==> config.mk <==
export PLATFORM = sky130hd
export DESIGN_NAME = d_grf
export DESIGN_NICKNAME = d
export VERILOG_FILES = /design/src/rtl/d_grf.sv
export SDC_FILE = /design/constraint.sdc
export NUM_CORES = 2
export LEC_CHECK = 0
export ABC_CLOCK_PERIOD_IN_PS = 3300
export CAP_MARGIN = 0
export CORE_MARGIN = 2
export CORE_UTILIZATION = 50
export CTS_CLUSTER_SIZE = 24
export DETAILED_ROUTE_END_ITERATION = 8
export PLACE_DENSITY = 0.77
export SYNTH_ARGS = -nofsm -noshare
export SYNTH_HDL_FRONTEND = slang
export SYNTH_SLANG_ARGS = --single-unit
==> constraint.sdc <==
create_clock -name clk -period 3.3 [get_ports clk]
set_input_delay 0.66 -clock clk [delete_from_list [all_inputs] [get_ports clk]]
set_output_delay 0.66 -clock clk [all_outputs]
set_load 0.05 [all_outputs]
==> src/rtl/d_grf.sv <==
`default_nettype none
// ============================================================================
//  Module   : d_grf
//  Purpose  : D-stage general register file, two combinational read ports and
//             one W-stage write port with write-first bypass into same-cycle reads.
//  Revision : 1.0 - initial release
// ============================================================================
module d_grf #(
    parameter int DATA_W = 32,
    parameter int ADDR_W = 5
) (
    input  logic              clk,
    input  logic              reset,
    input  logic [ADDR_W-1:0] D_A1,
    input  logic [ADDR_W-1:0] D_A2,
    input  logic              W_WE,
    input  logic [ADDR_W-1:0] W_A3,
    input  logic [DATA_W-1:0] W_WD,
    output logic [DATA_W-1:0] D_RD1,
    output logic [DATA_W-1:0] D_RD2
);

    localparam int c_NREGS = 2 ** ADDR_W;

    // Entry 0 is a constant zero, so every index lands on a defined value.
    logic [DATA_W-1:0] w_file [0:c_NREGS-1];
    logic [DATA_W-1:0] w_rd1;
    logic [DATA_W-1:0] w_rd2;
    logic              w_byp1;
    logic              w_byp2;

    assign w_file[0] = '0;

    generate
        for (genvar gi = 1; gi < c_NREGS; gi++) begin : g_entry
            logic [DATA_W-1:0] r_q;

            always_ff @(posedge clk or negedge reset) begin
                if (!reset) begin
                    r_q <= '0;
                end else if (W_WE && (W_A3 == ADDR_W'(gi))) begin
                    r_q <= W_WD;
                end
            end

            assign w_file[gi] = r_q;
        end
    endgenerate

    assign w_byp1 = W_WE && (W_A3 == D_A1);
    assign w_byp2 = W_WE && (W_A3 == D_A2);

    // Reads are held at zero while reset is low, which also masks the bypass.
    always_comb begin
        w_rd1 = '0;
        if (reset && (D_A1 != '0)) begin
            if (w_byp1) begin
                w_rd1 = W_WD;
            end else begin
                w_rd1 = w_file[D_A1];
            end
        end
    end

    always_comb begin
        w_rd2 = '0;
        if (reset && (D_A2 != '0)) begin
            if (w_byp2) begin
                w_rd2 = W_WD;
            end else begin
                w_rd2 = w_file[D_A2];
            end
        end
    end

    assign D_RD1 = w_rd1;
    assign D_RD2 = w_rd2;

endmodule
`default_nettype wire

==> metrics.md <==
| Metric | Value |
|---|---|
| Status | `finished, violations left` |
| Violated checks | `setup timing` |
| Worst Setup End Kind | `primary output` |
| Worst hold margin | `76.2 ps` |
| CTS clk-pin slew, worst paths | `60 ps` |
| Critical path depth | `7` |
| Period minus WS final | `3340 ps` |
| Max Clock Freq | `0.300 GHz` |
| 1st-iter DRT viols | `4605` |
| Vias post-DR | `38900` |
| Die height | `332 µm` |
| Critical path class | `flop to primary output` |
| Hold crit path type | `input pin to async pin` |
| Register name with the most flops | `g_entry.r_q` |
| Drt drc | `0` |
| Hold_buf cts | `0` |
| Max-slew violations | `0` |
| Synth area leader | `dfrtp_1` |
| Via/cell ratio | `6.92` |
| Global-route wire length before repair | `271 mm` |
| Fraction of layout cells with a size suffix above 1 | `0.606` |
| Crit Reg-Reg Startpoint | `g_entry[27].r_q[13]` |
| Crit path cell chain | `mux4_2, a22o_1, a221oi_2, buf_4, nor3_2, a221o_1, buf_12` |
| Placer Congestion | `0.929` |
| Syn Area/Cell | `14.5 µm²` |
| Setup ws final | `-35.4 ps` |
| Net Sw Power | `10.8 mW` |
| Detail Route Antenna Nets | `0` |
| Flop pwr share | `0.431` |
| Max-Cap Viols | `0` |
| Core area | `0.107 mm²` |
| Switching Fraction | `0.284` |
| Slowest cell on crit path | `mux4_2` |
| Site Rows | `120` |
| Most frequent cells after synthesis | `1080 x mux2_2, 992 x dfrtp_1, 411 x mux4_2` |
| Number of synthesized flops with an enable pin | `0` |
| Gr usage total | `0.332` |
| Yosys top cell area share | `0.461` |
| Top flop regs | `g_entry.r_q x992` |
| CP Data Required Time | `roughly 2600 ps` |
| Initial antenna violation count | `1` |
| Die width | `332 µm` |
| CTS sink cnt | `~990` |
| Worst vdd ir | `0.000419 V` |
| Diodes inserted | `0` |
| Critical Path Start Type | `flop` |
| Area Growth Syn to Fin | `24.7%` |
| DP Wirelength | `~120 mm` |
| FF/Latch Area | `0.0248 mm²` |
| Post-synth ARST share | `1.00` |
| CTS Buf Count | `102` |
| Tcrit/Tclk final | `1.01` |
| Initial Utilization | `0.503` |
| Number of flip-flops under the largest register name | `992` |
| Final nets | `4175` |
| Final hold vios | `0` |
| Critical path startpoint | `g_entry[24].r_q[11]` |
| Most common cell in the netlist | `mux2_2` |
| Worst Tran Pin Value | `959 ps` |
| CTS H-tree lvls | `3` |
| Seq/Total Area, Yosys | `0.461` |
| R2R depth | `3` |
| Slowest stage delay, CP | `470 ps` |
| Clk buf depth | `3` |
| Drt first pass iters | `7` |
| Clk_lat worst skew | `680 ps` |
| Max Clock Skew | `0 ps` |
| WL/cell | `33.2 µm` |
| Final setup viols | `7` |
| IO Count | `around 110` |
| Yosys reg bits | `992` |
| Worst slew margin | `0.361` |
| Dpl cells | `5319` |
| Filler instances | `between 7000 and 8000` |
| Critical path buffers and inverters | `2` |
| Clock Root Buffer | `clkbuf_16` |
| Post-Syn Area | `0.0538 mm²` |
| Port Buffers | `113` |
| Cell Area, Placed | `between 0.06 and 0.07 mm²` |
| Crit path arrival time | `around 2700 ps` |
| CP top delay family | `compound AO/OA/AOI/OAI gates` |
| Clock power frac | `0.322` |
| YS warnings | `0` |
| Most used DFF post-synth | `dfrtp_1` |
| WL final | `186 mm` |
| CTS tree | `done` |
| Int Pwr | `27.1 mW` |
| CP Max Fanout | `3` |
| Die area | `0.110 mm²` |
| PD cells | `565 mW/mm²` |
| Synth area leaders | `dfrtp_1 46%, mux2_2 23%, mux4_2 17%, mux2i_1 2.5%, clkbuf_1 1.6%` |
| Combinational power share | `0.247` |
| Largest net degree at the start of global routing | `150` |
| Number of global-route vias before repair | `40100` |
| Area of the multi-input gates | `roughly 0.028 mm²` |
| Mapped Cells | `3710` |
| RSZ-0062 raised after global routing | `yes` |
| Lkg Pwr | `29.2 nW` |
| Synth unique cells | `between 50 and 60` |
| Grt total ovfl | `0` |
| Finished Layout Cells | `about 5600` |
| Final instance area | `0.0671 mm²` |
| Synthesized Nets | `3760` |
## worst paths after layout
path,slack [ps],to
hold / removal,80,g_entry[19].r_q[1]
min in group clk,520,g_entry[22].r_q[13]
setup reg to reg,2290,g_entry[27].r_q[13]
hold reg to reg,520,g_entry[22].r_q[13]
setup / recovery,-40,D_RD2[11]
max in group asynchronous,1420,g_entry[14].r_q[31]
## cells by family after synthesis
logic type             share of synthesized area
multiplexers                               0.426
flip-flops                                 0.461
buffers and inverters                     0.0349
AO/OA/AOI/OAI                             0.0467
AND/OR/NAND/NOR                           0.0291
XOR/XNOR                                 0.00163
## final cells by class
cell class | instances | share of cell area
multi-input cells | 2312 | 0.424
flip-flops and latches | 992 | 0.370
repair buffers | 715 | 0.128
clock buffers | 151 | 0.0445
well taps | 1403 | 0.0262
clock inverters | 36 | 0.00726
inverters | 2 | 0.000187
## power groups by stage
stage               clock (mW)  combinational, mW  sequential (mW)
finish                    12.2               9.35             16.3
global route              12.7               9.81             16.6
CTS                       12.2               9.04             16.3
floorplan                    0               6.07             15.8
detailed placement           0               8.60             16.5
global placement             0               8.36             16.3
## what timing repair did
action,in CTS,in global routing
gates resized for setup,170,116
endpoints found under the setup margin,64,59
gates cloned,13,10
buffers inserted,60,31
pin swaps,41,47
## per-layer routing
metal	vias up	routed length (µm)	GRT usage
met2	2602	83100	0.502
met4	2	12600	0.187
met5	-	11	0
met1	20300	67600	0.437
li1	15200	-	-
met3	696	22900	0.0885
## per-stage QoR
step	power, mW	utilization	setup TNS (ps)	setup WS (ps)
final	37.9	0.627	-160	-35.4
after global placement	24.6	0.571	-13880	-375
after floorplan	21.9	-	-690	-231
after CTS	37.5	0.618	-154	-65.7
after global routing	39.2	0.627	-546	-109
after detailed placement	25.1	0.571	-14500	-371
## placed cells by master, fill, tap and decap left out, types with 15 or more instances in the layout
cell / synthesis / routed
a221oi_1: 38 / 24
clkbuf_1: 225 / 25
clkdlybuf4s50_1: 0 / 32
a221o_1: 25 / 25
clkbuf_16: 0 / 113
clkinv_2: 0 / 19
nor2_1: 102 / 84
nand2_1: 75 / 61
clkbuf_8: 0 / 23
dfrtp_1: 992 / 992
o22ai_1: 72 / 61
nor2b_1: 34 / 26
mux2i_1: 136 / 119
buf_4: 37 / 419
mux2i_2: 0 / 15
a22oi_1: 41 / 39
buf_12: 3 / 179
nor3_1: 44 / 26
o21ai_2: 0 / 20
mux2_2: 1080 / 1080
buf_16: 0 / 23
mux4_2: 411 / 412
buf_6: 9 / 39
Power figures use the tool's default switching activity.
